**src/rtl/multicycle_control_unit_if.sv**
```systemverilog
// Control-unit bus: run/opcode/memory handshakes in, datapath strobes out.
// master = control unit, slave = datapath/memory side.
interface multicycle_control_unit_if #(
  parameter int CNT_W = 32
);
  logic             run;
  logic [6:0]       opcode;
  logic             imem_ready;
  logic             dmem_ready;
  logic             imem_req;
  logic             ir_write;
  logic             alu_src;
  logic [1:0]       aluop;
  logic             mem_read;
  logic             mem_write;
  logic             mem_to_reg;
  logic [1:0]       wb_sel;
  logic             reg_write;
  logic             branch;
  logic [1:0]       pc_src;
  logic             pc_write;
  logic             trap;
  logic [1:0]       trap_cause;
  logic [CNT_W-1:0] instret;

  modport master (
    input  run, opcode, imem_ready, dmem_ready,
    output imem_req, ir_write, alu_src, aluop,
    output mem_read, mem_write, mem_to_reg, wb_sel,
    output reg_write, branch, pc_src, pc_write,
    output trap, trap_cause, instret
  );

  modport slave (
    output run, opcode, imem_ready, dmem_ready,
    input  imem_req, ir_write, alu_src, aluop,
    input  mem_read, mem_write, mem_to_reg, wb_sel,
    input  reg_write, branch, pc_src, pc_write,
    input  trap, trap_cause, instret
  );
endinterface

```
**src/rtl/multicycle_control_unit.sv**
```systemverilog
// RV32I multicycle control FSM: IDLE/FETCH/DECODE/EXEC/MEM/WB/TRAP.
// Ports: clk, rst_n (async low), bus (master side of control bus).
module multicycle_control_unit #(
  parameter bit ENABLE_JUMP  = 1'b1,
  parameter bit ENABLE_UPPER = 1'b1,
  parameter int MEM_TIMEOUT  = 16,
  parameter int CNT_W        = 32
) (
  input  logic clk,
  input  logic rst_n,
  multicycle_control_unit_if.master bus
);
  localparam logic [6:0] OP_R     = 7'b0110011;
  localparam logic [6:0] OP_I     = 7'b0010011;
  localparam logic [6:0] OP_LD    = 7'b0000011;
  localparam logic [6:0] OP_ST    = 7'b0100011;
  localparam logic [6:0] OP_BR    = 7'b1100011;
  localparam logic [6:0] OP_JAL   = 7'b1101111;
  localparam logic [6:0] OP_JALR  = 7'b1100111;
  localparam logic [6:0] OP_LUI   = 7'b0110111;
  localparam logic [6:0] OP_AUIPC = 7'b0010111;
  // Last wait cycle index; a miss here traps.
  localparam logic [7:0] WAIT_MAX = 8'(MEM_TIMEOUT - 1);

  typedef enum logic [2:0] {
    S_IDLE, S_FETCH, S_DECODE, S_EXEC,
    S_MEM, S_WB, S_TRAP
  } state_t;

  state_t           state, nxt;
  logic [6:0]       op_q, op_d;
  logic [7:0]       wcnt, wcnt_d;
  logic [1:0]       cause_q, cause_d;
  logic [CNT_W-1:0] instret_q;
  logic             pc_wr;
  logic             legal;
  logic             c_r, c_i, c_ld, c_st;
  logic             c_br, c_j, c_lui, c_aui;

  always_comb begin
    legal = (bus.opcode == OP_R)  || (bus.opcode == OP_I)
         || (bus.opcode == OP_LD) || (bus.opcode == OP_ST)
         || (bus.opcode == OP_BR)
         || (ENABLE_JUMP && ((bus.opcode == OP_JAL)
                          || (bus.opcode == OP_JALR)))
         || (ENABLE_UPPER && ((bus.opcode == OP_LUI)
                           || (bus.opcode == OP_AUIPC)));
  end

  assign c_r   = (op_q == OP_R);
  assign c_i   = (op_q == OP_I);
  assign c_ld  = (op_q == OP_LD);
  assign c_st  = (op_q == OP_ST);
  assign c_br  = (op_q == OP_BR);
  assign c_j   = (op_q == OP_JAL) || (op_q == OP_JALR);
  assign c_lui = (op_q == OP_LUI);
  assign c_aui = (op_q == OP_AUIPC);

  always_ff @(posedge clk or negedge rst_n) begin
    if (!rst_n) begin
      state     <= S_IDLE;
      op_q      <= '0;
      wcnt      <= '0;
      cause_q   <= '0;
      instret_q <= '0;
    end else begin
      state   <= nxt;
      op_q    <= op_d;
      wcnt    <= wcnt_d;
      cause_q <= cause_d;
      if (pc_wr) instret_q <= instret_q + CNT_W'(1);
    end
  end

  always_comb begin
    nxt            = state;
    op_d           = op_q;
    wcnt_d         = wcnt;
    cause_d        = cause_q;
    pc_wr          = 1'b0;
    bus.imem_req   = 1'b0;
    bus.ir_write   = 1'b0;
    bus.alu_src    = 1'b0;
    bus.aluop      = 2'b00;
    bus.mem_read   = 1'b0;
    bus.mem_write  = 1'b0;
    bus.mem_to_reg = 1'b0;
    bus.wb_sel     = 2'b00;
    bus.reg_write  = 1'b0;
    bus.branch     = 1'b0;
    bus.pc_src     = 2'b00;
    bus.trap       = 1'b0;
    bus.trap_cause = 2'b00;
    unique case (state)
      S_IDLE: if (bus.run) nxt = S_FETCH;
      S_FETCH: begin
        bus.imem_req = 1'b1;
        if (bus.imem_ready) begin
          bus.ir_write = 1'b1;
          nxt = S_DECODE;
        end else if (wcnt == WAIT_MAX) begin
          nxt = S_TRAP;
          cause_d = 2'b11;
        end else begin
          wcnt_d = wcnt + 8'd1;
        end
      end
      S_DECODE: begin
        op_d = bus.opcode;
        if (legal) begin
          nxt = S_EXEC;
        end else begin
          nxt = S_TRAP;
          cause_d = 2'b01;
        end
      end
      S_EXEC: begin
        unique case (1'b1)
          c_r: begin
            bus.aluop = 2'b10;
            nxt = S_WB;
          end
          c_i: begin
            bus.aluop = 2'b11;
            bus.alu_src = 1'b1;
            nxt = S_WB;
          end
          c_ld, c_st: begin
            bus.alu_src = 1'b1;
            nxt = S_MEM;
          end
          c_br: begin
            bus.aluop  = 2'b01;
            bus.branch = 1'b1;
            bus.pc_src = 2'b01;
            pc_wr = 1'b1;
            nxt = S_FETCH;
          end
          c_j, c_aui: begin
            bus.alu_src = 1'b1;
            nxt = S_WB;
          end
          c_lui: nxt = S_WB;
          default: begin
            nxt = S_TRAP;
            cause_d = 2'b01;
          end
        endcase
      end
      S_MEM: begin
        bus.mem_read  = c_ld;
        bus.mem_write = c_st;
        // Ready on the final wait cycle still completes.
        if (bus.dmem_ready) begin
          if (c_ld) begin
            nxt = S_WB;
          end else begin
            pc_wr = 1'b1;
            nxt = S_FETCH;
          end
        end else if (wcnt == WAIT_MAX) begin
          nxt = S_TRAP;
          cause_d = 2'b10;
        end else begin
          wcnt_d = wcnt + 8'd1;
        end
      end
      S_WB: begin
        bus.reg_write = 1'b1;
        pc_wr = 1'b1;
        unique case (1'b1)
          c_ld: begin
            bus.wb_sel = 2'b01;
            bus.mem_to_reg = 1'b1;
          end
          c_j: begin
            bus.wb_sel = 2'b10;
            bus.pc_src = 2'b10;
          end
          c_lui: bus.wb_sel = 2'b11;
          default: bus.wb_sel = 2'b00;
        endcase
        nxt = S_FETCH;
      end
      S_TRAP: begin
        bus.trap = 1'b1;
        bus.trap_cause = cause_q;
      end
      default: nxt = S_IDLE;
    endcase
    if (nxt != state) wcnt_d = '0;
  end

  assign bus.pc_write = pc_wr;
  assign bus.instret  = instret_q;
endmodule
```
**src/flat_wrapper.sv**
```systemverilog
// flat-port wrapper written by rule: the top's interface ports become plain ports
module multicycle_control_unit_flat 
#(
  parameter bit ENABLE_JUMP  = 1'b1,
  parameter bit ENABLE_UPPER = 1'b1,
  parameter int MEM_TIMEOUT  = 16,
  parameter int CNT_W        = 32
)
  (clk, rst_n, bus_run, bus_opcode, bus_imem_ready, bus_dmem_ready, bus_imem_req, bus_ir_write, bus_alu_src, bus_aluop, bus_mem_read, bus_mem_write, bus_mem_to_reg, bus_wb_sel, bus_reg_write, bus_branch, bus_pc_src, bus_pc_write, bus_trap, bus_trap_cause, bus_instret);
  multicycle_control_unit_if #(.CNT_W(CNT_W)) bus_i ();
  input  logic clk;
  input  logic rst_n;
  input wire logic [$bits(bus_i.run)-1:0] bus_run;
  input wire logic [$bits(bus_i.opcode)-1:0] bus_opcode;
  input wire logic [$bits(bus_i.imem_ready)-1:0] bus_imem_ready;
  input wire logic [$bits(bus_i.dmem_ready)-1:0] bus_dmem_ready;
  output wire logic [$bits(bus_i.imem_req)-1:0] bus_imem_req;
  output wire logic [$bits(bus_i.ir_write)-1:0] bus_ir_write;
  output wire logic [$bits(bus_i.alu_src)-1:0] bus_alu_src;
  output wire logic [$bits(bus_i.aluop)-1:0] bus_aluop;
  output wire logic [$bits(bus_i.mem_read)-1:0] bus_mem_read;
  output wire logic [$bits(bus_i.mem_write)-1:0] bus_mem_write;
  output wire logic [$bits(bus_i.mem_to_reg)-1:0] bus_mem_to_reg;
  output wire logic [$bits(bus_i.wb_sel)-1:0] bus_wb_sel;
  output wire logic [$bits(bus_i.reg_write)-1:0] bus_reg_write;
  output wire logic [$bits(bus_i.branch)-1:0] bus_branch;
  output wire logic [$bits(bus_i.pc_src)-1:0] bus_pc_src;
  output wire logic [$bits(bus_i.pc_write)-1:0] bus_pc_write;
  output wire logic [$bits(bus_i.trap)-1:0] bus_trap;
  output wire logic [$bits(bus_i.trap_cause)-1:0] bus_trap_cause;
  output wire logic [$bits(bus_i.instret)-1:0] bus_instret;
  assign bus_i.run = bus_run;
  assign bus_i.opcode = bus_opcode;
  assign bus_i.imem_ready = bus_imem_ready;
  assign bus_i.dmem_ready = bus_dmem_ready;
  assign bus_imem_req = bus_i.imem_req;
  assign bus_ir_write = bus_i.ir_write;
  assign bus_alu_src = bus_i.alu_src;
  assign bus_aluop = bus_i.aluop;
  assign bus_mem_read = bus_i.mem_read;
  assign bus_mem_write = bus_i.mem_write;
  assign bus_mem_to_reg = bus_i.mem_to_reg;
  assign bus_wb_sel = bus_i.wb_sel;
  assign bus_reg_write = bus_i.reg_write;
  assign bus_branch = bus_i.branch;
  assign bus_pc_src = bus_i.pc_src;
  assign bus_pc_write = bus_i.pc_write;
  assign bus_trap = bus_i.trap;
  assign bus_trap_cause = bus_i.trap_cause;
  assign bus_instret = bus_i.instret;
  multicycle_control_unit #(.ENABLE_JUMP(ENABLE_JUMP), .ENABLE_UPPER(ENABLE_UPPER), .MEM_TIMEOUT(MEM_TIMEOUT), .CNT_W(CNT_W)) u_core (.clk(clk), .rst_n(rst_n), .bus(bus_i));
endmodule
```
**config.mk**
```make
export PLATFORM = sky130hd
export DESIGN_NAME = multicycle_control_unit_flat
export DESIGN_NICKNAME = d
export VERILOG_FILES = /design/src/rtl/multicycle_control_unit_if.sv /design/src/rtl/multicycle_control_unit.sv /design/src/flat_wrapper.sv
export SDC_FILE = /design/constraint.sdc
export NUM_CORES = 1
export LEC_CHECK = 0
export ABC_AREA = 1
export CELL_PAD_IN_SITES_DETAIL_PLACEMENT = 2
export CELL_PAD_IN_SITES_GLOBAL_PLACEMENT = 2
export CORE_ASPECT_RATIO = 1.25
export CORE_MARGIN = 2
export CORE_UTILIZATION = 29
export DETAILED_ROUTE_END_ITERATION = 10
export PLACE_DENSITY = 0.88
export SLEW_MARGIN = 20
export SYNTH_ARGS = -nofsm -noshare
export SYNTH_HDL_FRONTEND = slang
export SYNTH_SLANG_ARGS = --single-unit
export TNS_END_PERCENT = 5
```
**constraint.sdc**
```tcl
create_clock -name clk -period 2 [get_ports clk]
set_input_delay 0.2 -clock clk [delete_from_list [all_inputs] [get_ports clk]]
set_output_delay 0.2 -clock clk [all_outputs]
set_load 0.03 [all_outputs]
```
=== Word-level counts from Yosys, hierarchy flattened ===
Cells that the tools add are included.

* $add $sub $neg: 2
* Multiply operators: 0
* Divide/modulo/power cells: 0
* $lt $le $gt $ge: 0
* Equal/unequal tests: 34
* Shifts and indexed selects: 0
* Mux-type cells: 44
* Bitwise operators: 0
* Reduce and logical (&&, ||, !) cells: 18

{| class="wikitable"
|+ Operator list
! kind !! count
|-
| equality test 7 x 6 -> 1 bit (second input constant) || 6
|-
| equality test 7 bit (second input constant) || 6
|-
| adder 32 x 1 -> 32 bit (second input constant) || 1
|-
| 2-to-1 mux 8 bit || 4
|-
| equality test 7 x 5 -> 1 bit (second input constant) || 4
|-
| one-hot mux 3 bit (7 select lines) || 1
|-
| 2-to-1 mux 2 bit || 10
|-
| 2-to-1 mux 3 bit || 6
|-
| 2-to-1 mux 1 bit || 16
|-
| one-hot mux 8 bit (2 select lines) || 1
|-
| equality test 7 x 2 -> 1 bit (second input constant) || 2
|-
| one-hot mux 2 bit (3 select lines) || 2
|-
| OR reduction 5 bit || 2
|-
| equality test 3 bit (second input constant) || 3
|-
| logical OR 1 bit || 9
|-
| one-hot mux 3 bit (3 select lines) || 1
|-
| adder 8 x 1 -> 8 bit (second input constant) || 1
|-
| equality test 8 x 4 -> 1 bit (second input constant) || 1
|-
| inequality test 2 bit (second input constant) || 4
|-
| one-hot mux 2 bit (4 select lines) || 1
|-
| OR reduction 8 bit || 1
|-
| AND reduction 7 bit || 1
|-
| equality test 3 x 2 -> 1 bit (second input constant) || 2
|-
| inequality test 3 x 2 -> 1 bit (second input constant) || 2
|-
| other kinds (10) || 11
|}

* Register bits: 52
* Bits in latches: 0
* RAM bits: 0
* Bits in read-only memories: 0
* Bits of input ports: 12
* Output and inout bits: 50
* Word-level logic and storage cells: 103
* Memories: 0

=== Longest topological paths before layout ===
Gate-level depths: netlist of the first run.

* Depth after elaboration: 12
* Gate-level depth with buffers: 12
* Mapped depth without buffers: 12

=== Worst setup path before layout of the first run ===
No wires, ideal clock.

* Path type: reg-to-output
* Start point: reg u_core.state[0]
* End point: out bus_trap_cause[0]
* Arrival: 1.651 ns
* Data required time: 1.800 ns
* Slack: 0.149 ns
* Cell stages (with the launch flop): 6
* Path buffers: 0
* Cells stage by stage: dfrtp_1 inv_2 nand2_1 nor2_1 inv_1 nor2_1

* Longest elaborated chain between the ends: 2

{| class="wikitable"
|+ Ends and longest elaborated chain
! item !! line !! RTL
|-
| start: declaration || multicycle_control_unit.sv:30 || <nowiki>state_t state, nxt;</nowiki>
|-
| start signal: assignment || multicycle_control_unit.sv:67 || <nowiki>state <= nxt;</nowiki>
|-
| equality test 3 bit || multicycle_control_unit.sv:94 || <nowiki>unique case (state)</nowiki>
|-
| 2-to-1 mux 2 bit || multicycle_control_unit.sv:94 ||
|-
| end: declaration || flat_wrapper.sv:30 || <nowiki>output wire logic [$bits(bus_i.trap_cause)-1:0] bus_trap_cause;</nowiki>
|}

No other way between the ends.

=== Worst setup path in the final report of the first run ===
* Start point: reg u_core.state[2]
* End point: out bus_aluop[0]

* Longest elaborated chain between the ends: 2

{| class="wikitable"
|+ Ends and longest elaborated chain
! item !! line !! RTL
|-
| equality test 3 x 2 -> 1 bit || multicycle_control_unit.sv:94 ||
|-
| 2-to-1 mux 2 bit || multicycle_control_unit.sv:94 ||
|-
| end: declaration || flat_wrapper.sv:20 || <nowiki>output wire logic [$bits(bus_i.aluop)-1:0] bus_aluop;</nowiki>
|}

No other way between the ends.

==> run_results.csv, run 1 <==
group,metric,value,unit
outcome,status,"finished with violations",
outcome,violations,"negative setup slack",
global_routing,grt_use_met2,0.3707,
synthesis,ys.flop_type,"dfrtp_1",
detailed_routing,vias,3442,
final_layout,seq_area,1303,µm²
timing,setup_slack,-0.003790,ns
placed_design,dp_hpwl,9311,µm
synthesis,syn_area,3352,µm²
timing,min_period,2.004,ns
cts,cts_buffer_depth,2,
worst_setup_path,startpoint_type,"register",
global_routing,antenna_found_initial,0,
hold_path,hold_class,"in -> async",
cts,cts_root_buf,"clkbuf_16",
worst_setup_path,reg2reg_slack,0.09,ns
global_routing,grt_max_degree,41,
global_routing,groute.usage.overall,0.2117,
synthesis,synth.avg_cell_area,7.178,µm²
cts,clk_pin_slew,0.07,ns
final_layout,final_common_cell,"nand2_1",
floorplan,placeableCoreArea,11190,µm²
final_layout,area_growth,31.32,%
pwr,ir_drop,0.0003858,V
timing,finalSetupViolations,2,
detailed_routing,routedWlPerCell,18.51,µm
global_routing,grtUsageMet3,0.02867,
final_layout,insertedDiodeCount,0,
worst_setup_path,arrival,1.80,ns
cts,cts_made_buffers,5,
final_layout,stdcell_area,4402,µm²
synthesis,syn_nets,481,
detailed_routing,wl,12630,µm
timing,fmax,499.1,MHz
cts,numClockSinks,52,
synthesis,async_flop_share,1.000,
worst_setup_path,critical_path.max_fanout,9,
synthesis,synth_cells,467,
final_layout,fin_util,0.3933,
floorplan,io_pins,62,
global_routing,grt.met1_usage,0.2595,
cts,cts_tree,"built",
worst_setup_path,endpoint_kind,"output pin",
floorplan,die_h,124.2,µm
detailed_routing,route.detailed.drc,0,
final_layout,drive_gt1_frac,0.1298,
synthesis,ys_seq_area_frac,0.3882,
worst_setup_path,r2r-start,"u_core.state[2]$_DFF_PN0_",
worst_setup_path,r2r_end,"u_core.bus.instret[10]$_DFFE_PN0P_",
placed_design,place_congestion,0.8650,
timing,max_slew_margin,0.7356,
synthesis,yosysWarningCount,0,
floorplan,start_util,0.2995,
final_layout,multi_input_comb_area,1805,µm²
global_routing,grt-ovfl-total,0,
synthesis,ys_ff_latch,52,
worst_setup_path,rr_worst_depth,11,
floorplan,dieArea,12440,µm²
detailed_routing,vias_per_cell,5.047,
global_routing,busiest_layer,"met2",
timing,drv_slew,0,
timing,worst_slew_pin_slew,0.3966,ns
synthesis,synth_edf_count,0,
worst_setup_path,required,1.80,ns
timing,period_share,1.002,
floorplan,die_w,100.2,µm
global_routing,grt_pass1_vias,3865,
detailed_routing,drtAntennaViolNets,0,
pwr,p_leak,2.141,nW
final_layout,final_cell_mix,"143 x nand2_1, 59 x inv_1, 51 x dfrtp_1",
synthesis,ys_types,32,
final_layout,n_fill_cell,1321,
floorplan,row_count,43,
pwr,power_density,1123,nW/µm²
placed_design,place_area,4204,µm²
worst_setup_path,worstSetupPathType,"reg -> out",
global_routing,grt_first_pass_wirelength,20780,µm
cts,insertion_delay,0.31,ns
placed_design,port_buffers,61,
detailed_routing,dr.pass1.iters,4,
final_layout,nets,560,
timing,finalHoldViolations,0,
timing,rsz0062_at_grt,"true",
timing,finClkSkew,0.008660,ns
flow_run,max_cap_violations,0,
detailed_routing,drt_iter0_drc,103,
cts,h-tree-depth,2,
==> metal layers <==
| metal | up-vias | part of all wire |
|---|---|---|
| li1 | 1620 | - |
| met1 | 1746 | 0.42 |
| met2 | 55 | 0.53 |
| met3 | 21 | 0.025 |
| met4 | 0 | 0.023 |
| met5 | - | 0 |
==> final cells by class <==
| type | count | area share |
|---|---|---|
| multi-input cells | 345 | 0.4102 |
| flip-flops and latches | 52 | 0.2959 |
| repair buffers | 78 | 0.1617 |
| inverters | 64 | 0.05571 |
| well taps | 135 | 0.03837 |
| clock buffers | 5 | 0.02843 |
| clock inverters | 3 | 0.009665 |
==> timing repair <==
action                                  in CTS  in global routing
endpoints found under the setup margin      17                 35
pin swaps                                    0                  1
resized for setup                           27                 26
endpoints found under the hold margin       12                  0
buffers inserted                             0                  1
hold buffers                                 1                  0
==> per-stage QoR <==
| stage | instances | power [mW] | TNS (ns) | hold slack, ns | setup WS (ns) |
|---|---|---|---|---|---|
| final | 682 | 4.944 | -0.004970 | 0.3559 | -0.003790 |
| after global routing | 682 | 5.289 | -0.9040 | 0.3705 | -0.1600 |
| after CTS | 681 | 4.868 | -0.1917 | 0.3507 | -0.09112 |
| after detailed placement | 672 | 3.799 | -0.08848 | 0.1442 | -0.08237 |
| after global placement | 672 | 3.646 | 0 | 0.1352 | 0.1048 |
| after floorplan | 467 | 2.950 | 0 | -0.09559 | 0.1495 |
==> how the worst max path moves through the flow <==
stage,from,end,slack (ns),depth (start not counted)
5_1_grt,u_core.op_q[4]$_DFFE_PN0P_,bus_alu_src,-0.16,8
2_1_floorplan,u_core.state[0]$_DFF_PN0_,bus_trap_cause[0],0.15,5
3_5_place_dp,u_core.op_q[4]$_DFFE_PN0P_,bus_alu_src,-0.08,8
6_report,u_core.state[2]$_DFF_PN0_,bus_aluop[0],-0.004,9
4_1_cts,u_core.op_q[5]$_DFFE_PN0P_,bus_pc_write,-0.09,5
3_3_place_gp,u_core.op_q[2]$_DFFE_PN0P_,bus_wb_sel[0],0.10,6
==> flip-flops by register name (all words and copies together), names as in the netlist <==
signal              cells
u_core.bus.instret     32
u_core.wcnt             8
u_core.op_q             7
u_core.state            3
u_core.cause_q          2
==> synthesized netlist by cell type (5+ instances only) <==
| cell | instances | area (µm²) |
|---|---|---|
| xor2_1 | 28 | 245.2 |
| nand4_1 | 16 | 100.1 |
| nand3_1 | 22 | 110.1 |
| xnor2_1 | 8 | 70.07 |
| nand2_2 | 5 | 31.28 |
| inv_1 | 59 | 221.5 |
| dfrtp_1 | 52 | 1301 |
| inv_2 | 5 | 18.77 |
| nand3_2 | 5 | 50.05 |
| o21ai_0 | 25 | 125.1 |
| nor2_1 | 53 | 198.9 |
| nor3_1 | 19 | 95.09 |
| nand2_1 | 143 | 536.8 |
==> cells by family (layout without fill, tap and decap cells) <==
group,Yosys count,after routing,share of synthesized area
AND/OR/NAND/NOR,276,276,0.3759
XOR/XNOR,36,36,0.09407
flip-flops,52,52,0.3882
multiplexers,1,1,0.002986
AO/OA/AOI/OAI,30,30,0.04778
adder cells (fa/ha/maj),2,2,0.007464
buffers and inverters,70,150,0.08361
==> worst max-delay path: stages (launching register included) <==
cell     delay [ns]
dfrtp_2        0.47
inv_6          0.12
nand2_2        0.09
nor2_4         0.14
buf_4          0.17
nand2_1        0.08
nor2_2         0.14
nand2_1        0.07
nand2_1        0.06
buf_4          0.15
==> power breakdown <==
| part | switching (mW) | internal (mW) |
|---|---|---|
| sequential | 0.281 | 1.27 |
| clock | 0.428 | 0.589 |
| combinational | 1.58 | 0.789 |
| total | 2.29 | 2.65 |
Note: power is estimated with default switching activity, not from simulation.
==> inputs of run 2 (changes only) <==
--- a/config.mk
+++ b/config.mk
@@ -5,12 +5,11 @@
 export SDC_FILE = /design/constraint.sdc
 export NUM_CORES = 1
 export LEC_CHECK = 0
-export ABC_AREA = 1
 export CELL_PAD_IN_SITES_DETAIL_PLACEMENT = 2
 export CELL_PAD_IN_SITES_GLOBAL_PLACEMENT = 2
 export CORE_ASPECT_RATIO = 1.25
 export CORE_MARGIN = 2
-export CORE_UTILIZATION = 29
+export CORE_UTILIZATION = 32
 export DETAILED_ROUTE_END_ITERATION = 10
 export PLACE_DENSITY = 0.88
 export SLEW_MARGIN = 20
==> run_results.csv, run 2 <==
group,metric,value,unit
timing,finClkSkew,0.006024,ns
timing,setup_slack,-0.1554,ns
final_layout,final_common_cell,"buf_4",
timing,hold_ws,0.4780,ns
detailed_routing,drtAntennaViolNets,0,
synthesis,ys.flop_type,"dfrtp_1",
timing,max_slew_margin,0.5411,
worst_setup_path,path_buf_inv,1,
final_layout,final_cells,552,
cts,cts_root_buf,"clkbuf_16",
detailed_routing,routedWlPerCell,20.61,µm
timing,finalHoldViolations,0,
pwr,power,5.518,mW
outcome,status,"finished with violations",
detailed_routing,wl,11380,µm
cts,clk_pin_slew,0.07,ns
cts,h-tree-depth,2,
outcome,violations,"negative setup slack",
synthesis,syn_area,3044,µm²
global_routing,groute.usage.overall,0.2286,
detailed_routing,drt_iter0_drc,48,
global_routing,grt_pass1_vias,3290,
synthesis,syn_nets,314,
pwr,ir_drop,0.0005539,V
floorplan,placeableCoreArea,9174,µm²
synthesis,ys_seq_area_frac,0.4275,
worst_setup_path,startpoint_type,"register",
floorplan,io_pins,62,
final_layout,insertedDiodeCount,0,
floorplan,die_w,91.24,µm
placed_design,dp.cells,537,
placed_design,place_area,4214,µm²
timing,finalSetupViolations,17,
timing,worst_slew_pin_slew,0.6883,ns
worst_setup_path,required,2.22,ns
worst_setup_path,reg2reg_slack,-0.16,ns
global_routing,grt_max_degree,29,
final_layout,nets,442,
floorplan,dieArea,10310,µm²
timing,fmax,464.0,MHz
detailed_routing,dr.pass1.iters,4,
cts,cts_made_buffers,5,
synthesis,ys_types,57,
global_routing,grt_first_pass_wirelength,18260,µm
worst_setup_path,max_stage_delay,0.45,ns
cts,cts_tree,"built",
global_routing,grt-ovfl-total,0,
final_layout,final_cell_mix,"74 x buf_4, 50 x dfrtp_1, 42 x clkdlybuf4s50_1",
final_layout,area_growth,52.36,%
worst_setup_path,cp_slowest_cell,"dfrtp_1",
pwr,p_leak,2.060,nW
cts,cts_buffer_depth,2,
timing,min_period,2.155,ns
cts,insertion_delay,0.29,ns
floorplan,start_util,0.3318,
worst_setup_path,critical_path.max_fanout,8,
worst_setup_path,path_cells,"buf_6, nand4b_1, o311ai_4, a221oi_2, mux2_4, or3_4, nor3_2",
worst_setup_path,worstSetupPathType,"reg -> reg",
timing,drv_slew,0,
floorplan,die_h,113.0,µm
synthesis,yosys.area.top_type,"dfrtp_1",
flow_run,max_cap_violations,0,
worst_setup_path,crit_family,"simple AND/OR/NAND/NOR gates",
detailed_routing,vias_per_cell,5.049,
synthesis,yosysWarningCount,0,
synthesis,ys_ff_latch,52,
worst_setup_path,endpoint_kind,"register",
detailed_routing,route.detailed.drc,0,
worst_setup_path,arrival,2.37,ns
synthesis,synthTopCellsByCount,"52 x dfrtp_1, 29 x nand2_1, 27 x nor2_1",
final_layout,largest_reg_flops,32,
placed_design,port_buffers,61,
hold_path,hold_class,"in -> async",
synthesis,async_flop_share,1.000,
placed_design,dp_hpwl,8155,µm
synthesis,yosysMostFrequentCell,"dfrtp_1",
final_layout,drive_gt1_frac,0.3869,
synthesis,synth_top_area_frac,0.4275,
synthesis,synth_area_leaders,"dfrtp_1 43%, xnor2_1 5.5%, xor2_1 5.5%",
synthesis,synth_edf_count,0,
synthesis,synth_cells,300,
final_layout,stdcell_area,4638,µm²
placed_design,place_congestion,0.8737,
cts,numClockSinks,52,
floorplan,row_count,39,
timing,rsz0062_at_grt,"true",
global_routing,antenna_found_initial,0,
synthesis,synth.avg_cell_area,10.15,µm²
pwr,power_density,1190,nW/µm²
final_layout,fin_util,0.5056,
detailed_routing,vias,2787,
timing,period_share,1.078,
## run 2: cell types whose count changed after synthesis, sizes merged, moves of 6 or more
cell	before	now
nand4	16	6
xnor2	8	20
and3	0	8
o21ai	26	7
buf	4	10
mux2	0	11
nor2	61	28
inv	64	14
nand3	28	19
xor2	28	19
nand2	149	29
## run 2: kinds of logic (layout without fill, tap and decap cells)
logic type / Yosys count / count (layout) / share of synthesized area
and+or+nand+nor: 140 / 140 / 0.2737
DFF: 52 / 52 / 0.4275
buffers and inverters: 25 / 154 / 0.04644
adders and majority gates: 2 / 2 / 0.008219
xor gates and xnor gates: 39 / 39 / 0.1184
muxes: 12 / 12 / 0.04521
AOI/OAI and AO/OA: 30 / 30 / 0.08056
## run 2: power breakdown
part           switching, mW  internal (mW)  leakage, nW
sequential             0.262           1.24        0.666
combinational           1.63           1.48         1.32
clock                  0.404          0.495       0.0766
## run 2: repair_timing
item	CTS	global route
gates resized for setup	50	29
hold buffers	1	0
pin swaps	4	5
endpoints found under the hold margin	24	0
buffers inserted	4	3
setup endpoints to repair	37	44
cloned	0	0
## run 2: final timing paths
path | cells past startpoint | startpoint | end
setup / recovery | 7 | u_core.op_q[4]$_DFFE_PN0P_ | u_core.wcnt[3]$_DFFE_PN0P_
max in group asynchronous | 3 | rst_n | u_core.bus.instret[0]$_DFFE_PN0P_
hold / removal | 2 | rst_n | u_core.wcnt[6]$_DFFE_PN0P_
hold reg to reg | 1 | u_core.bus.instret[31]$_DFFE_PN0P_ | u_core.bus.instret[31]$_DFFE_PN0P_
min in group clk | 1 | u_core.bus.instret[31]$_DFFE_PN0P_ | u_core.bus.instret[31]$_DFFE_PN0P_
setup reg to reg | 7 | u_core.op_q[4]$_DFFE_PN0P_ | u_core.wcnt[3]$_DFFE_PN0P_
## run 2: stage by stage
step	worst slack [ns]	TNS, ns
after floorplan	-0.2831	-2.525
after global placement	-0.3138	-3.394
after detailed placement	-0.4429	-6.156
after CTS	-0.1343	-1.803
after global routing	-0.2292	-4.428
final	-0.1554	-1.882
## run 2: area by class of cell
cell class / count / area (µm²)
Multi-Input combinational cell: 223 / 1831
Clock buffer: 6 / 138.9
Inverter: 14 / 52.55
Clock inverter: 2 / 10.01
Sequential cell: 52 / 1304
Tap cell: 123 / 153.9
Fill cell: 988 / 4536
Timing Repair Buffer: 132 / 1149
## run 2: worst register-to-register path, delay by kind of cell (launching register included)
| family | cells | cell delay, ns |
|---|---|---|
| muxes | 1 | 0.27 |
| buffers and inverters | 1 | 0.16 |
| DFF | 1 | 0.45 |
| AOI/OAI and AO/OA | 2 | 0.28 |
| and+or+nand+nor | 3 | 0.92 |
## run 2: routing by layer
layer	global-route usage	vias up	share of wire
met1	0.2534	1416	0.39
met5	0	-	0
met4	0.08687	0	0.034
li1	-	1289	-
met2	0.4425	59	0.56
met3	0.02597	23	0.020
==> inputs of run 3 (changes only) <==
--- a/config.mk
+++ b/config.mk
@@ -5,10 +5,9 @@
 export SDC_FILE = /design/constraint.sdc
 export NUM_CORES = 1
 export LEC_CHECK = 0
-export CELL_PAD_IN_SITES_DETAIL_PLACEMENT = 2
+export CELL_PAD_IN_SITES_DETAIL_PLACEMENT = 1
 export CELL_PAD_IN_SITES_GLOBAL_PLACEMENT = 2
 export CORE_ASPECT_RATIO = 1.25
-export CORE_MARGIN = 2
 export CORE_UTILIZATION = 32
 export DETAILED_ROUTE_END_ITERATION = 10
 export PLACE_DENSITY = 0.88
==> run_results.csv, run 3 (synthesis gave the netlist of run 2 again) <==
group,metric,value,unit
worst_setup_path,worstSetupPathType,"reg -> reg",
timing,hold_ws,0.4491,ns
placed_design,dp_hpwl,6631,µm
timing,finalSetupViolations,17,
detailed_routing,wl,8654,µm
cts,clk_pin_slew,0.07,ns
timing,finalHoldViolations,0,
worst_setup_path,max_stage_delay,0.41,ns
cts,h-tree-depth,2,
final_layout,n_fill_cell,1051,
global_routing,antenna_found_initial,0,
timing,fmax,464.4,MHz
global_routing,grt-ovfl-total,0,
placed_design,port_buffers,61,
cts,insertion_delay,0.29,ns
worst_setup_path,critical_path.max_fanout,8,
global_routing,grt_first_pass_wirelength,14490,µm
final_layout,final_cells,541,
cts,cts_buffer_depth,2,
timing,finClkSkew,0.01008,ns
floorplan,row_count,39,
outcome,status,"finished with violations",
global_routing,grt_max_degree,32,
floorplan,start_util,0.3318,
detailed_routing,routedWlPerCell,16.00,µm
timing,drv_slew,0,
final_layout,nets,432,
floorplan,dieArea,9909,µm²
outcome,violations,"negative setup slack",
final_layout,largest_reg_flops,32,
final_layout,multi_input_comb_area,1758,µm²
floorplan,placeableCoreArea,9174,µm²
worst_setup_path,crit_family,"simple AND/OR/NAND/NOR gates",
pwr,ir_drop,0.0005584,V
pwr,p_leak,2.011,nW
cts,cts_root_buf,"clkbuf_16",
cts,numClockSinks,52,
detailed_routing,dr.pass1.iters,3,
detailed_routing,vias,2624,
placed_design,place_area,4174,µm²
worst_setup_path,path_buf_inv,1,
placed_design,place_congestion,0.8404,
worst_setup_path,arrival,2.36,ns
timing,max_slew_margin,0.5963,
timing,rsz0062_at_grt,"true",
worst_setup_path,required,2.21,ns
cts,cts_made_buffers,5,
detailed_routing,drt_iter0_drc,72,
floorplan,die_w,89.24,µm
timing,period_share,1.077,
cts,cts_tree,"built",
pwr,power_density,1161,nW/µm²
detailed_routing,vias_per_cell,4.850,
final_layout,final_common_cell,"buf_4",
final_layout,insertedDiodeCount,0,
final_layout,drive_gt1_frac,0.3421,
global_routing,grt_pass1_vias,2943,
flow_run,max_cap_violations,0,
final_layout,stdcell_area,4533,µm²
final_layout,area_growth,48.91,%
worst_setup_path,path_cells,"or2b_1, o311ai_4, a221oi_2, mux2_4, or3_4, buf_8, nor3_2",
worst_setup_path,startpoint_type,"register",
timing,min_period,2.153,ns
final_layout,seq_area,1304,µm²
timing,setup_slack,-0.1533,ns
final_layout,fin_util,0.4941,
timing,worst_slew_pin_slew,0.6010,ns
hold_path,hold_class,"in -> async",
placed_design,dp.cells,532,
floorplan,die_h,111.0,µm
floorplan,io_pins,62,
worst_setup_path,cp_slowest_cell,"dfrtp_1",
placed_design,post-place-ws,-0.3459,ns
detailed_routing,route.detailed.drc,0,
detailed_routing,drtAntennaViolNets,0,
final_layout,final_cell_mix,"63 x buf_4, 50 x dfrtp_1, 42 x clkdlybuf4s50_1",
worst_setup_path,endpoint_kind,"register",
global_routing,groute.usage.overall,0.1869,
run 3: cell type report:
class | count | area share
timing repair buffer | 122 | 0.2382
multi-input combinational | 223 | 0.3878
clock inverter | 2 | 0.01325
inverter | 14 | 0.01159
sequential | 52 | 0.2876
tap | 123 | 0.03395
clock buffer | 5 | 0.02760
run 3: timing repair:
action                                  CTS  global route
pin swaps                                 2             6
hold endpoints to repair                 21             0
endpoints found under the setup margin   39            41
hold buffers                              1             0
buffers inserted                          0             1
resized for setup                        25            33
run 3: per-stage QoR:
step / total power, mW / setup TNS, ns
6_report: 5.265 / -1.574
5_1_grt: 5.564 / -4.151
4_1_cts: 5.062 / -2.260
3_5_place_dp: 3.923 / -4.511
3_3_place_gp: 3.820 / -3.614
2_1_floorplan: 2.933 / -2.525
run 3: power breakdown:
| group | internal [mW] | leakage (nW) | total [mW] | switching (mW) |
|---|---|---|---|---|
| clock | 0.711 | 0.0899 | 1.09 | 0.383 |
| sequential | 1.24 | 0.666 | 1.47 | 0.226 |
| combinational | 1.30 | 1.25 | 2.70 | 1.40 |
| total | 3.25 | 2.01 | 5.26 | 2.01 |
run 3: worst paths after layout:
path / cells past startpoint / from / end / slack [ns]
worst max-delay path: 7 / u_core.op_q[6]$_DFFE_PN0P_ / u_core.wcnt[4]$_DFFE_PN0P_ / -0.15
worst min-delay path: 2 / rst_n / u_core.wcnt[6]$_DFFE_PN0P_ / 0.45
worst max register to register: 7 / u_core.op_q[6]$_DFFE_PN0P_ / u_core.wcnt[4]$_DFFE_PN0P_ / -0.15
worst min register to register: 1 / u_core.bus.instret[29]$_DFFE_PN0P_ / u_core.bus.instret[29]$_DFFE_PN0P_ / 0.50
max in group asynchronous: 3 / rst_n / u_core.bus.instret[11]$_DFFE_PN0P_ / 0.97
min in group clk: 1 / u_core.bus.instret[29]$_DFFE_PN0P_ / u_core.bus.instret[29]$_DFFE_PN0P_ / 0.50
run 3: layer usage:
metal,GRT usage,routed length (µm),vias to the layer above
met5,0,0,-
met4,0.04444,49,0
met3,0.01936,178,2
met2,0.3420,4854,36
met1,0.2287,3571,1315
li1,-,-,1271
